## config.mk

```make
export PLATFORM = sky130hd
export DESIGN_NAME = xiyiji_param_flat
export DESIGN_NICKNAME = d
export VERILOG_FILES = /design/src/rtl/xiyiji_pkg.sv /design/src/rtl/xiyiji_param_if.sv /design/src/rtl/xiyiji_tick.sv /design/src/rtl/xiyiji_param.sv /design/src/flat_wrapper.sv
export SDC_FILE = /design/constraint.sdc
export NUM_CORES = 1
export LEC_CHECK = 0
export CAP_MARGIN = 15
export CORE_ASPECT_RATIO = 2
export CORE_MARGIN = 2
export CORE_UTILIZATION = 40
export CTS_CLUSTER_DIAMETER = 200
export DETAILED_ROUTE_END_ITERATION = 10
export MAX_ROUTING_LAYER = met4
export PLACE_DENSITY_LB_ADDON = 0.2
export SYNTH_ARGS = -nofsm -noshare
export SYNTH_HDL_FRONTEND = slang
export SYNTH_SLANG_ARGS = --single-unit
```

## constraint.sdc

```tcl
create_clock -name clk -period 8.1 [get_ports clk]
set_input_delay 1.215 -clock clk [delete_from_list [all_inputs] [get_ports clk]]
set_output_delay 1.215 -clock clk [all_outputs]
set_load 0.005 [all_outputs]
```

## src/rtl/xiyiji_pkg.sv

```systemverilog
// Shared encodings and per-program constants for the xiyiji_param washing-machine sequencer.
// State codes are 4 bits so they can be exported directly on the c_s debug port.
package xiyiji_pkg;

   localparam logic [3:0] ST_IDLE     = 4'd0;
   localparam logic [3:0] ST_INLET    = 4'd1;
   localparam logic [3:0] ST_WASH     = 4'd2;
   localparam logic [3:0] ST_DRAIN    = 4'd3;
   localparam logic [3:0] ST_RINSE_IN = 4'd4;
   localparam logic [3:0] ST_RINSE    = 4'd5;
   localparam logic [3:0] ST_RINSE_DR = 4'd6;
   localparam logic [3:0] ST_DRY      = 4'd7;
   localparam logic [3:0] ST_DONE     = 4'd8;
   localparam logic [3:0] ST_ESTOP    = 4'd9;
   localparam logic [3:0] ST_PAUSE    = 4'd10;

   typedef enum logic [3:0] {
      S_IDLE     = ST_IDLE,
      S_INLET    = ST_INLET,
      S_WASH     = ST_WASH,
      S_DRAIN    = ST_DRAIN,
      S_RINSE_IN = ST_RINSE_IN,
      S_RINSE    = ST_RINSE,
      S_RINSE_DR = ST_RINSE_DR,
      S_DRY      = ST_DRY,
      S_DONE     = ST_DONE,
      S_ESTOP    = ST_ESTOP,
      S_PAUSE    = ST_PAUSE
   } state_e;

   localparam logic [1:0] MODE_QUICK = 2'd0;
   localparam logic [1:0] MODE_STD   = 2'd1;
   localparam logic [1:0] MODE_HEAVY = 2'd2;
   localparam logic [1:0] MODE_DRY   = 2'd3;

   localparam logic [1:0] RINSES_QUICK = 2'd1;
   localparam logic [1:0] RINSES_STD   = 2'd2;
   localparam logic [1:0] RINSES_HEAVY = 2'd3;
   localparam logic [1:0] RINSES_DRY   = 2'd0;

   localparam logic DRY_EN_QUICK = 1'b0;
   localparam logic DRY_EN_STD   = 1'b1;
   localparam logic DRY_EN_HEAVY = 1'b1;
   localparam logic DRY_EN_DRY   = 1'b1;

   function automatic logic [1:0] mode_rinses(input logic [1:0] m);
      case (m)
         MODE_QUICK: mode_rinses = RINSES_QUICK;
         MODE_STD:   mode_rinses = RINSES_STD;
         MODE_HEAVY: mode_rinses = RINSES_HEAVY;
         default:    mode_rinses = RINSES_DRY;
      endcase
   endfunction

   function automatic logic mode_dry(input logic [1:0] m);
      case (m)
         MODE_QUICK: mode_dry = DRY_EN_QUICK;
         MODE_STD:   mode_dry = DRY_EN_STD;
         MODE_HEAVY: mode_dry = DRY_EN_HEAVY;
         default:    mode_dry = DRY_EN_DRY;
      endcase
   endfunction

   // Quick (and every rinse) uses half the standard wash, never less than one tick.
   function automatic int wash_time(input logic [1:0] m, input int t_wash);
      int half;
      half = (t_wash / 2 < 1) ? 1 : t_wash / 2;
      case (m)
         MODE_QUICK: wash_time = half;
         MODE_HEAVY: wash_time = 2 * t_wash;
         default:    wash_time = t_wash;
      endcase
   endfunction

endpackage

```

## src/rtl/xiyiji_param_if.sv

```systemverilog
// Front-panel inputs and actuator/LED/debug outputs of the xiyiji_param sequencer.
// The slave modport is the sequencer; the master modport is the panel/driver side.
interface xiyiji_param_if #(
   parameter int CNT_W = 6
);
   logic             select;
   logic             start;
   logic             emergency;
   logic             zheng;
   logic             fan;
   logic             inlet;
   logic             drain;
   logic             dry;
   logic             alarm;
   logic             ledzheng;
   logic             ledfan;
   logic             ledinlet;
   logic             leddrain;
   logic             leddry;
   logic             ledstop;
   logic [1:0]       mode_c;
   logic [CNT_W-1:0] count;
   logic [3:0]       c_s;

   modport master (
      output select, start, emergency,
      input  zheng, fan, inlet, drain, dry, alarm,
      input  ledzheng, ledfan, ledinlet, leddrain, leddry, ledstop,
      input  mode_c, count, c_s
   );

   modport slave (
      input  select, start, emergency,
      output zheng, fan, inlet, drain, dry, alarm,
      output ledzheng, ledfan, ledinlet, leddrain, leddry, ledstop,
      output mode_c, count, c_s
   );
endinterface

```

## src/rtl/xiyiji_tick.sv

```systemverilog
// One-second prescaler: strobes tick for one cycle every TICK_DIV enabled cycles.
// clr restarts the second on phase entry; en low freezes the position.
module xiyiji_tick #(
   parameter int TICK_DIV = 10
) (
   input  logic clk,
   input  logic rst,
   input  logic clr,
   input  logic en,
   output logic tick
);
   localparam int W = $clog2(TICK_DIV);
   localparam logic [W-1:0] LAST = W'(TICK_DIV - 1);

   logic [W-1:0] cnt;

   always_ff @(posedge clk) begin
      if (!rst) begin
         cnt <= '0;
      end else if (clr) begin
         cnt <= '0;
      end else if (en) begin
         cnt <= (cnt == LAST) ? '0 : cnt + 1'b1;
      end
   end

   assign tick = en && (cnt == LAST);

endmodule

```

## src/rtl/xiyiji_param.sv

```systemverilog
// Parametrised washing-machine sequencer: program select, timed phases, agitation, e-stop.
// Define XIYIJI_PAUSE_EN to add a start-toggled PAUSE state during INLET..DRY.
module xiyiji_param
   import xiyiji_pkg::*;
#(
   parameter int TICK_DIV   = 10,
   parameter int CNT_W      = 6,
   parameter int T_INLET    = 5,
   parameter int T_DRAIN    = 5,
   parameter int T_DRY      = 10,
   parameter int T_WASH     = 20,
   parameter int DIR_PERIOD = 4,
   parameter int T_ALARM    = 3
) (
   input logic           clk,
   input logic           rst,
   xiyiji_param_if.slave bus
);
   // Agitation cycle: forward, stop, reverse, stop.
   localparam int AG_N = 2 * DIR_PERIOD + 2;
   localparam int AG_W = $clog2(AG_N);
   localparam logic [AG_W-1:0] AG_LAST = AG_W'(AG_N - 1);
   localparam logic [AG_W-1:0] AG_DIR  = AG_W'(DIR_PERIOD);
   localparam logic [AG_W-1:0] AG_REV  = AG_W'(2 * DIR_PERIOD);

   state_e           state;
   state_e           state_n;
   state_e           dry_next;
   logic [CNT_W-1:0] count;
   logic [AG_W-1:0]  agit_pos;
   logic [1:0]       rinse_cnt;
   logic [1:0]       mode_c;
   logic             start_q;
   logic             start_rise;
   logic             sel_q;
   logic             sel_rise;
   logic             tick;
   logic             phase_end;
   logic             pause_sw;
   logic             agitating;
   logic             pre_clr;
   logic             pre_en;
   logic             zheng;
   logic             fan;

`ifdef XIYIJI_PAUSE_EN
   state_e           saved_state;
`endif

   function automatic logic [CNT_W-1:0] phase_time(input state_e s, input logic [1:0] m);
      case (s)
         S_INLET, S_RINSE_IN: phase_time = CNT_W'(T_INLET);
         S_WASH:              phase_time = CNT_W'(wash_time(m, T_WASH));
         S_RINSE:             phase_time = CNT_W'(wash_time(MODE_QUICK, T_WASH));
         S_DRAIN, S_RINSE_DR: phase_time = CNT_W'(T_DRAIN);
         S_DRY:               phase_time = CNT_W'(T_DRY);
         S_DONE:              phase_time = CNT_W'(T_ALARM);
         default:             phase_time = '0;
      endcase
   endfunction

   xiyiji_tick #(.TICK_DIV(TICK_DIV)) u_tick (
      .clk  (clk),
      .rst  (rst),
      .clr  (pre_clr),
      .en   (pre_en),
      .tick (tick)
   );

   assign phase_end = tick && (count == CNT_W'(1));
   assign agitating = (state == S_WASH) || (state == S_RINSE);
   assign dry_next  = mode_dry(mode_c) ? S_DRY : S_DONE;

   // pause_sw is derived without tick so the prescaler enable has no loop through state_n.
   always_comb begin
      pause_sw = 1'b0;
`ifdef XIYIJI_PAUSE_EN
      pause_sw = (state == S_PAUSE) ||
                 (start_rise && bus.emergency && (state inside {[S_INLET:S_DRY]}));
`endif
   end

   always_comb begin
      state_n = state;
      case (state)
         S_IDLE:     if (start_rise && bus.emergency)
                        state_n = (mode_c == MODE_DRY) ? S_DRY : S_INLET;
         S_ESTOP:    if (start_rise && bus.emergency) state_n = S_IDLE;
         S_INLET:    if (phase_end) state_n = S_WASH;
         S_WASH:     if (phase_end) state_n = S_DRAIN;
         S_DRAIN:    if (phase_end)
                        state_n = (mode_rinses(mode_c) != 2'd0) ? S_RINSE_IN : dry_next;
         S_RINSE_IN: if (phase_end) state_n = S_RINSE;
         S_RINSE:    if (phase_end) state_n = S_RINSE_DR;
         S_RINSE_DR: if (phase_end)
                        state_n = (rinse_cnt + 2'd1 == mode_rinses(mode_c)) ? dry_next : S_RINSE_IN;
         S_DRY:      if (phase_end) state_n = S_DONE;
         S_DONE:     if (phase_end) state_n = S_IDLE;
`ifdef XIYIJI_PAUSE_EN
         S_PAUSE:    if (start_rise) state_n = saved_state;
`endif
         default:    state_n = S_IDLE;
      endcase
`ifdef XIYIJI_PAUSE_EN
      if (start_rise && (state inside {[S_INLET:S_DRY]})) state_n = S_PAUSE;
`endif
      if ((state != S_IDLE) && !bus.emergency) state_n = S_ESTOP;
   end

   assign pre_clr = ((state_n != state) && !pause_sw) || (state == S_IDLE);
   assign pre_en  = !pause_sw;

   always_ff @(posedge clk) begin
      if (!rst) begin
         state      <= S_IDLE;
         start_q    <= 1'b0;
         start_rise <= 1'b0;
         sel_q      <= 1'b0;
         sel_rise   <= 1'b0;
         mode_c     <= MODE_STD;
      end else begin
         state      <= state_n;
         start_q    <= bus.start;
         start_rise <= bus.start & ~start_q;
         sel_q      <= bus.select;
         sel_rise   <= bus.select & ~sel_q;
         if ((state == S_IDLE) && sel_rise) mode_c <= mode_c + 2'd1;
      end
   end

   // Pausing and resuming keep count and agitation position exactly where they were.
   always_ff @(posedge clk) begin
      if (!rst) begin
         count    <= '0;
         agit_pos <= '0;
      end else if ((state_n == S_ESTOP) || (state_n == S_IDLE)) begin
         count    <= '0;
         agit_pos <= '0;
      end else if (!pause_sw) begin
         if (state_n != state) begin
            count    <= phase_time(state_n, mode_c);
            agit_pos <= '0;
         end else if (tick) begin
            if (count > CNT_W'(1)) count <= count - 1'b1;
            if (agitating) agit_pos <= (agit_pos == AG_LAST) ? '0 : agit_pos + 1'b1;
         end
      end
   end

   always_ff @(posedge clk) begin
      if (!rst) begin
         rinse_cnt <= 2'd0;
      end else if ((state == S_IDLE) || (state_n == S_ESTOP)) begin
         rinse_cnt <= 2'd0;
      end else if ((state == S_RINSE_DR) && phase_end) begin
         rinse_cnt <= rinse_cnt + 2'd1;
      end
   end

`ifdef XIYIJI_PAUSE_EN
   always_ff @(posedge clk) begin
      if (!rst) begin
         saved_state <= S_IDLE;
      end else if ((state_n == S_PAUSE) && (state != S_PAUSE)) begin
         saved_state <= state;
      end
   end
`endif

   assign zheng = agitating && (agit_pos < AG_DIR);
   assign fan   = agitating && (agit_pos > AG_DIR) && (agit_pos <= AG_REV);

   assign bus.zheng    = zheng;
   assign bus.fan      = fan;
   assign bus.inlet    = (state == S_INLET) || (state == S_RINSE_IN);
   assign bus.drain    = (state == S_DRAIN) || (state == S_RINSE_DR) || (state == S_ESTOP);
   assign bus.dry      = (state == S_DRY);
   assign bus.alarm    = (state == S_DONE) || (state == S_ESTOP);
   assign bus.ledzheng = zheng;
   assign bus.ledfan   = fan;
   assign bus.ledinlet = bus.inlet;
   assign bus.leddrain = bus.drain;
   assign bus.leddry   = bus.dry;
   assign bus.ledstop  = ~zheng & ~fan;
   assign bus.mode_c   = mode_c;
   assign bus.count    = count;
   assign bus.c_s      = state;

endmodule

```

## src/flat_wrapper.sv

```systemverilog
// flat-port wrapper written by rule: the top's interface ports become plain ports
module xiyiji_param_flat import xiyiji_pkg::*;
#(
   parameter int TICK_DIV   = 10,
   parameter int CNT_W      = 6,
   parameter int T_INLET    = 5,
   parameter int T_DRAIN    = 5,
   parameter int T_DRY      = 10,
   parameter int T_WASH     = 20,
   parameter int DIR_PERIOD = 4,
   parameter int T_ALARM    = 3
)
  (clk, rst, bus_select, bus_start, bus_emergency, bus_zheng, bus_fan, bus_inlet, bus_drain, bus_dry, bus_alarm, bus_ledzheng, bus_ledfan, bus_ledinlet, bus_leddrain, bus_leddry, bus_ledstop, bus_mode_c, bus_count, bus_c_s);
  xiyiji_param_if #(.CNT_W(CNT_W)) bus_i ();
  input logic clk;
  input logic rst;
  input wire logic [$bits(bus_i.select)-1:0] bus_select;
  input wire logic [$bits(bus_i.start)-1:0] bus_start;
  input wire logic [$bits(bus_i.emergency)-1:0] bus_emergency;
  output wire logic [$bits(bus_i.zheng)-1:0] bus_zheng;
  output wire logic [$bits(bus_i.fan)-1:0] bus_fan;
  output wire logic [$bits(bus_i.inlet)-1:0] bus_inlet;
  output wire logic [$bits(bus_i.drain)-1:0] bus_drain;
  output wire logic [$bits(bus_i.dry)-1:0] bus_dry;
  output wire logic [$bits(bus_i.alarm)-1:0] bus_alarm;
  output wire logic [$bits(bus_i.ledzheng)-1:0] bus_ledzheng;
  output wire logic [$bits(bus_i.ledfan)-1:0] bus_ledfan;
  output wire logic [$bits(bus_i.ledinlet)-1:0] bus_ledinlet;
  output wire logic [$bits(bus_i.leddrain)-1:0] bus_leddrain;
  output wire logic [$bits(bus_i.leddry)-1:0] bus_leddry;
  output wire logic [$bits(bus_i.ledstop)-1:0] bus_ledstop;
  output wire logic [$bits(bus_i.mode_c)-1:0] bus_mode_c;
  output wire logic [$bits(bus_i.count)-1:0] bus_count;
  output wire logic [$bits(bus_i.c_s)-1:0] bus_c_s;
  assign bus_i.select = bus_select;
  assign bus_i.start = bus_start;
  assign bus_i.emergency = bus_emergency;
  assign bus_zheng = bus_i.zheng;
  assign bus_fan = bus_i.fan;
  assign bus_inlet = bus_i.inlet;
  assign bus_drain = bus_i.drain;
  assign bus_dry = bus_i.dry;
  assign bus_alarm = bus_i.alarm;
  assign bus_ledzheng = bus_i.ledzheng;
  assign bus_ledfan = bus_i.ledfan;
  assign bus_ledinlet = bus_i.ledinlet;
  assign bus_leddrain = bus_i.leddrain;
  assign bus_leddry = bus_i.leddry;
  assign bus_ledstop = bus_i.ledstop;
  assign bus_mode_c = bus_i.mode_c;
  assign bus_count = bus_i.count;
  assign bus_c_s = bus_i.c_s;
  xiyiji_param #(.TICK_DIV(TICK_DIV), .CNT_W(CNT_W), .T_INLET(T_INLET), .T_DRAIN(T_DRAIN), .T_DRY(T_DRY), .T_WASH(T_WASH), .DIR_PERIOD(DIR_PERIOD), .T_ALARM(T_ALARM)) u_core (.clk(clk), .rst(rst), .bus(bus_i));
endmodule
```

; Word level (Yosys, flattened, before mapping)
; Index checks and enable logic that the tools add are counted.
[classes]
reduce_logical = 32
n_lt_le_gt_ge = 4
addsub = 5
n_mux = 26
bitwise = 8
eq_ne = 26
[ops]
columns = operator, count
row1 = two-way mux 4 bit, 15
row2 = one-hot mux 4 bit (10 select lines), 1
row3 = == test 4 x 3 -> 1 bit (second input constant), 8
row4 = == test 4 bit (second input constant), 6
row5 = one-hot mux 6 bit (4 select lines), 1
row6 = two-way mux 6 bit, 3
row7 = == test 4 x 2 -> 1 bit (second input constant), 4
row8 = one-hot mux 6 bit (2 select lines), 1
row9 = adder 4 x 1 -> 4 bit (second input constant), 2
row10 = == test 4 x 1 -> 1 bit (second input constant), 2
row11 = logical AND 1 bit, 8
row12 = logical NOT 4 bit, 2
row13 = logical OR 1 bit, 8
row14 = == test 6 x 1 -> 1 bit (second input constant), 1
row15 = > comparator 6 x 1 -> 1 bit (second input constant), 1
row16 = two-way mux 2 bit, 3
row17 = one-hot mux 2 bit (3 select lines), 1
row18 = nonzero test 2 bit, 3
row19 = OR reduction 2 bit, 3
row20 = OR reduction 3 bit, 2
row21 = subtractor 6 x 1 -> 6 bit (second input constant), 1
row22 = inverter 1 bit, 5
row23 = adder 2 x 1 -> 2 bit (second input constant), 2
row24 = == test 2 bit (second input constant), 2
row25 = 13 further kinds, 16
[totals]
input_bits = 5
reg_bits = 26

; Depth between registers and ports, before layout
; Gate-level depths: netlist (run 1).
[logic_depth]
depth_word = 13
mapped_depth = 11

; Hierarchy
; A second synthesis (run 1) with hierarchy kept.
[hier_totals]
cells_unflattened = 252
hier_area_um2 = 1974.4
[modules_own_cells]
columns = mod, cells_per_inst, n_inst, area_each_um2, seq_area_each_um2
row1 = xiyiji_param, 231, 1, 1786.7, 440.4
row2 = xiyiji_tick, 21, 1, 187.7, 80.1

; Worst setup path after synthesis (run 1)
; Ideal clock, no wire load.
[synth_path]
path_kind = reg2out
start = register u_core.state[1] (netlist: u_core.bus.c_s[1])
end = output bus_zheng
path_slack_ns = 4.901
t_arrival_ns = 1.984
path_stages_with_launch = 8
required_ns = 6.885
path_cell_list = dfxtp_1 clkbuf_1 clkbuf_1 or3b_2 nand2_1 nand2_1 nor3_1 buf_4
[synth_between]
elab_chain_cells = 3
[synth_lines]
columns = item, line_no
row1 = "start, declared", xiyiji_param.sv:26  ; state_e state;
row2 = "start signal, assigned", xiyiji_param.sv:122  ; state <= state_n;
row3 = == test 4 x 2 -> 1 bit or == test 4 x 3 -> 1 bit (tied branches), xiyiji_param.sv:71  ; assign agitating = (state == S_WASH) || (state == S_RINSE);
row4 = logical OR 1 bit (*), xiyiji_param.sv:71
row5 = logical AND 1 bit (*), xiyiji_param.sv:170  ; assign zheng = agitating && (agit_pos < AG_DIR);
row6 = "end, declared", flat_wrapper.sv:20  ; output wire logic [$bits(bus_i.zheng)-1:0] bus_zheng;
; Every way passes the cells marked *; elsewhere a longest branch is shown, timed or not.

; Worst setup path after layout (run 1)
[layout_path]
start = input bus_emergency
end = register u_core.u_tick.cnt[2]
[layout_between]
elab_chain_cells = 7
[layout_lines]
columns = item, line_no
row1 = "start, declared", flat_wrapper.sv:19  ; input wire logic [$bits(bus_i.emergency)-1:0] bus_emergency;
row2 = logical AND 1 bit, "xiyiji_param.sv:86, xiyiji_param.sv:88"
row3 = two-way mux 4 bit (on tied branches), "xiyiji_param.sv:88, xiyiji_param.sv:86"
row4 = one-hot mux 4 bit (10 select lines), xiyiji_param.sv:85  ; case (state)
row5 = two-way mux 4 bit (*), xiyiji_param.sv:107  ; if ((state != S_IDLE) && !bus.emergency) state_n = S_ESTOP;
row6 = inequality test 4 bit (*), xiyiji_param.sv:110  ; assign pre_clr = ((state_n != state) && !pause_sw) || (state == S_IDLE);
row7 = logical OR 1 bit (*), xiyiji_param.sv:110
row8 = OR reduction 3 bit (no source line) (*), n/a
row9 = "end signal, assigned", xiyiji_tick.sv:23  ; cnt <= (cnt == LAST) ? '0 : cnt + 1'b1;
row10 = "end, declared", xiyiji_tick.sv:15  ; logic [W-1:0] cnt;
; Marks and branches as above.
; A chain may end at the register's enable or synchronous reset.

==> run_results.csv, run 1 <==
group,metric,value,unit
timing,clock_skew,0.01603,ns
power,combPwrFrac,24.9,%
clock_tree,cts_tree,"done",
power,p_per_area,146.7,nW/um^2
status,outcome,"complete, no violations",
flow_run,cap_violations,0,
logic_synthesis,ys_seq_area_share,26.63,%
logic_synthesis,syn_inst,252,
floorplanning,core_area,4775,um^2
timing,tns,0,ns
setup_path,startpoint_type,"input pin",
setup_path,startpoint,"bus_emergency",
power,p_leak,0.8291,nW
clock_tree,cts_setup_buffers,0,
power,ir_drop,0.0001481,V
timing,tightest_slew,0.7587,ns
setup_path,r2r_slack,4.57,ns
power,p_switching,0.0001009,W
logic_synthesis,synth_flop_cell,"dfxtp_1",
setup_path,r2r-start,"u_core.bus.mode_c[1]",
timing,fin_crit,3.827,ns
timing,setup_violations,0,
timing,hold_viol_final,0,
hold_path,min_delay_path_depth,1,
setup_path,slowest_delay,0.64,ns
route,viasPerCell,5.759,
clock_tree,clkSinkCount,26,
logic_synthesis,ys_seq_elements,26,
grt,grt_max_degree,32,
placed_design,gp_congestion,0.9123,
route,dr.pass1.iters,4,
clock_tree,numCtsBuffers,3,
setup_path,path_cells,"clkdlybuf4s50_1 > and4b_1 > o21ai_0 > a211oi_1 > nor4_1 > nand4_1 > or3_1 > nor2_1",
floorplanning,rows,36,
clock_tree,clockRootBuffer,"clkbuf_8",
clock_tree,hold_buffers,0,
route,routedWlPerCell,15.63,um
timing,clock.fmax,261.3,MHz
logic_synthesis,syn_avg_cell_area,7.755,um^2
route,drc_errors,0,
logic_synthesis,netlist_area,1954,um^2
grt,antenna_found_initial,0,
power,power_frac_clock,32.6,%
clock_tree,clock_latency,0.28,ns
setup_path,worstPathRequired,8.33,ns
timing,slew_headroom,49.42,%
timing,finalCritPeriodShare,47.25,%
clock_tree,clk_path_buf_depth,2,
setup_path,cp-end-kind,"flop",
route,vias,1860,
clock_tree,post_cts_resized,0,
grt,gr-total-overflow,0,
grt,grt.total_usage,20.69,%
timing,timing.hold.ws,0.3904,ns
power,intPower,0.0002343,W
final_layout,drive_above_1_share,5.263,%
final_layout,nets,282,
placed_design,dp_hpwl,3696,um
grt,first_global_vias,1757,
final_layout,area_delta_synth_final,16.97,%
hold_path,hold_class,"flop to flop",
floorplanning,dieWidth,53.43,um
floorplanning,io_pins,29,
route,ant_nets,0,
floorplanning,die_area,5495,um^2
setup_path,worstSetupEndpoint,"u_core.u_tick.cnt[2]",
timing,rsz0062_at_grt,"no",
logic_synthesis,ys_types,55,
power,seqPwrFrac,42.5,%
setup_path,cp_max_fo,16,
logic_synthesis,ys_warn_count,0,
final_layout,n_antenna_cell,0,
setup_path,critPathArrivalTime,4.05,ns
logic_synthesis,synth-edff-count,0,
setup_path,critPathKind,"input pin to flop",
power,switching_share,30.10,%
route,routed_wl,5050,um
route,drt-initial-drc-count,49,
floorplanning,initial_core_util,40.93,%
power,finalPower,0.0003352,W
setup_path,r2r-end,"u_core.u_tick.cnt[2]",
clock_tree,clk_pin_slew_worst_paths,0.10,ns
timing,slew_viol_final,0,
logic_synthesis,syn_nets,267,
grt,grt_pass1_wl,8321,um
clock_tree,h-tree-depth,1,
floorplanning,die_y,102.9,um
setup_path,slowest_stage,"clkdlybuf4s50_1",
setup_path,r2r_cells,9,
placed_design,port_buffers,28,
logic_synthesis,synth-async-reset-ratio,0,%
critical path: cells and delay by family:
kind / cells / cell delay (ns)
buffers and inverters: 1 / 0.64
AOI/OAI and AO/OA: 2 / 0.31
and+or+nand+nor: 5 / 1.88
layout by cell type, fill, tap and decap left out, drive strengths merged, types with 7 or more instances in the layout:
cell,instances
o21ai,12
and2,7
nor3,14
clkdlybuf4s50,28
dfxtp,26
nand2,24
xnor2,8
a21oi,15
nor2,23
inv,10
ha,10
xor2,7
registers in the layout (all words and copies together), names as in the netlist:
name / count
u_core.start_rise: 1
u_core.rinse_cnt: 2
u_core.sel_rise: 1
u_core.bus.c_s: 4
u_core.agit_pos: 4
u_core.bus.count: 6
u_core.start_q: 1
u_core.bus.mode_c: 2
u_core.sel_q: 1
u_core.u_tick.cnt: 4
routing by layer:
layer | GRT usage, % | share of wire, % | vias to the layer above
met3 | 1.594 | 2.8 | 15
li1 | - | - | 926
met2 | 35.33 | 52 | 46
met4 | 8.876 | 3.7 | 0
met1 | 24.08 | 42 | 873
met5 | - | 0 | -
logic make-up (layout without fill, tap and decap cells):
family	Yosys count	count (layout)	synth area share, %
AO/OA/AOI/OAI	58	58	21.51
XOR/XNOR	15	15	6.722
adder cells (fa/ha/maj)	10	10	6.402
buffers and inverters	29	43	6.978
flip-flops	26	26	26.63
multiplexers	1	1	0.5122
AND/OR/NAND/NOR	113	113	31.24
per-stage QoR:
step           setup WS (ns)  instance area (um^2)  std cells  util, %
2_1_floorplan          4.901                  1954        252        -
3_5_place_dp           3.967                  2215        319    46.38
4_1_cts                4.243                  2286        323    47.88
6_report               4.273                  2286        323    47.88
3_3_place_gp           4.069                  2215        319    46.38
5_1_grt                4.011                  2286        323    47.88
power by group through the flow:
stage | sequential (W) | clock (W) | combinational (W)
after floorplan | 0.000141 | 0 | 0.0000608
after global placement | 0.000145 | 0 | 0.0000815
after detailed placement | 0.000146 | 0 | 0.0000823
after CTS | 0.000143 | 0.000110 | 0.0000836
after global routing | 0.000144 | 0.000114 | 0.0000932
final | 0.000142 | 0.000109 | 0.0000833
synth_stat cells (all sizes together) (3+ instances only):
cell     n  area share [%]
inv     10             1.9
nor2    23             4.8
xnor2    8             3.6
nand2b   6             1.9
o21ai   12             3.1
ha      10             6.4
buf      8             2.9
nand4    5             1.6
a31oi    4             1.6
nand3    6             1.5
nor2b    4             1.3
xor2     7             3.1
a311oi   4             1.8
o211ai   4             1.5
a21oi   15             3.8
nor4     3            0.96
dfxtp   26              27
a211oi   6             2.3
clkbuf  11             2.1
and2     7             2.2
nor3    14             3.6
nand3b   4             1.5
nand2   24             4.7
area by class of cell:
| cell class | count | area (um^2) |
|---|---|---|
| Fill cell | 517 | 2489 |
| Multi-Input combinational cell | 197 | 1297 |
| Sequential cell | 26 | 520.5 |
| Timing Repair Buffer | 29 | 287.8 |
| Tap cell | 57 | 71.32 |
| Clock buffer | 3 | 41.29 |
| Inverter | 10 | 37.54 |
| Clock inverter | 1 | 30.03 |
worst min-delay path by stage:
stage          slack [ns]                 to      startpoint
2_1_floorplan        0.37    u_core.sel_rise    u_core.sel_q
3_3_place_gp         0.37  u_core.start_rise  u_core.start_q
3_5_place_dp         0.38  u_core.start_rise  u_core.start_q
4_1_cts              0.39  u_core.start_rise  u_core.start_q
5_1_grt              0.41    u_core.sel_rise    u_core.sel_q
6_report             0.39  u_core.start_rise  u_core.start_q
Note: power is estimated with default switching activity, not from simulation.
==> inputs of run 2 (changes only) <==
clock period = 3.6 ns   (was 8.1 ns; I/O delays follow)
==> run_results.csv, run 2 (synthesis results as in run 1) <==
group,metric,value,unit
timing,rsz0062_at_grt,"no",
timing,clock_skew,0.009071,ns
final_layout,top_register,"u_core.bus.count",
route,drt-initial-drc-count,76,
clock_tree,h-tree-depth,1,
hold_path,hold_class,"flop to flop",
floorplanning,core_area,4775,um^2
route,m1WireLength,2120,um
final_layout,area_delta_synth_final,19.27,%
setup_path,slowest_stage,"or4b_2",
grt,gr-total-overflow,0,
final_layout,nets,288,
route,routed_wl,4888,um
route,routedWlPerCell,14.86,um
timing,clock.fmax,307.9,MHz
clock_tree,clk_pin_slew_worst_paths,0.09,ns
route,dr.pass1.iters,4,
grt,grt_pass1_wl,8059,um
setup_path,worstPathRequired,3.80,ns
floorplanning,rows,36,
setup_path,startpoint_type,"flop",
route,met3_length,134,um
flow_run,cap_violations,0,
route,routed.top_layer,"met4",
clock_tree,cts_tree,"done",
timing,tightest_slew,0.7348,ns
timing,tns,0,ns
power,p_leak,0.8608,nW
timing,hold_viol_final,0,
timing,setup_violations,0,
power,ir_drop,0.0002701,V
setup_path,path_cells,"inv_1 > ha_1 > xnor2_1 > or4b_2 > a31oi_2 > o221ai_2 > a211oi_1 > nand3b_1 > a311oi_1",
final_layout,n_antenna_cell,0,
route,ant_nets,0,
timing,slew_viol_final,0,
clock_tree,clock_latency,0.28,ns
timing,fin_crit,3.248,ns
placed_design,port_buffers,28,
floorplanning,initial_core_util,40.93,%
route,drc_errors,0,
grt,grt_max_degree,31,
floorplanning,io_pins,29,
setup_path,cp-end-kind,"flop",
final_layout,final_cell_area,2331,um^2
placed_design,placed_area,2260,um^2
clock_tree,hold_buffers,0,
final_layout,final_common_cell,"clkdlybuf4s50_1",
clock_tree,clockRootBuffer,"clkbuf_8",
power,p_per_area,324.6,nW/um^2
floorplanning,die_y,102.9,um
setup_path,slowest_delay,0.64,ns
final_layout,fin_cells,329,
grt,antenna_found_initial,0,
clock_tree,cts_setup_buffers,0,
setup_path,critPathArrivalTime,3.44,ns
clock_tree,post_cts_resized,0,
final_layout,layout_common_cells,"28 x clkdlybuf4s50_1, 26 x dfxtp_1, 23 x nand2_1, 22 x nor2_1, 15 x a21oi_1",
placed_design,dp_hpwl,3762,um
timing,finalCritPeriodShare,90.21,%
clock_tree,clkSinkCount,26,
placed_design,placedCellCount,325,
setup_path,cp_max_fo,7,
clock_tree,clk_path_buf_depth,2,
setup_path,path_buf_inv,1,
timing,setup_ws,0.3523,ns
status,outcome,"complete, no violations",
timing,slew_headroom,51.01,%
floorplanning,dieWidth,53.43,um
grt,grt.total_usage,19.96,%
grt,first_global_vias,1720,
setup_path,critPathKind,"flop to flop",
route,dr_wl_met2,2523,um
placed_design,gp_congestion,0.8976,
final_layout,drive_above_1_share,7.353,%
route,viasPerCell,5.693,
clock_tree,numCtsBuffers,3,
floorplanning,die_area,5495,um^2
placed_design,pre_cts_ws,0.3951,ns
route,vias,1873,
final_layout,largest_reg_flops,6,
setup_path,path_delay_family,"compound AO/OA/AOI/OAI gates",
-- run 2: cell count changes in the layout (fill, tap and decap cells not counted) --
cell   delta
buf_4     +6
-- run 2: through the flow --
step           util [%]  power [W]  hold WS (ns)
3_3_place_gp      47.33  0.0005186        0.3724
3_5_place_dp      47.33  0.0005195        0.3772
2_1_floorplan         -  0.0004543        0.3674
6_report          48.82  0.0007567        0.3885
5_1_grt           48.82  0.0007949        0.4029
4_1_cts           48.82  0.0007601        0.3907
-- run 2: layer usage --
layer	vias to the layer above	GRT usage, %
met3	9	1.449
met2	44	33.33
met4	0	7.101
met1	876	24.66
li1	944	-
met5	-	-
-- run 2: path summary, 6_finish.rpt --
check	start	endpoint	slack [ns]	depth (start not counted)
max	u_core.bus.mode_c[1]	u_core.bus.count[3]	0.35	9
min	u_core.start_q	u_core.start_rise	0.39	1
max reg2reg	u_core.bus.mode_c[1]	u_core.bus.count[3]	0.35	9
min reg2reg	u_core.start_q	u_core.start_rise	0.39	1
-- run 2: layout make-up --
type	count	area [um^2]
flip-flops and latches	26	520.5
fillers	525	2444
repair buffers	35	332.8
multi-input cells	197	1297
clock inverters	1	30.03
clock buffers	3	41.29
well taps	57	71.32
inverters	10	37.54
-- run 2: where the power goes --
group / switching, W / internal (W)
clock: 0.0000943 / 0.000149
combinational: 0.000111 / 0.0000841
sequential: 0.0000189 / 0.000299
total: 0.000224 / 0.000532
==> inputs of run 3 (changes only) <==
CTS_CLUSTER_DIAMETER = 120   (was 200)
==> results of run 3 <==
The final DEF is identical to that of run 2; final timing and power are the same.
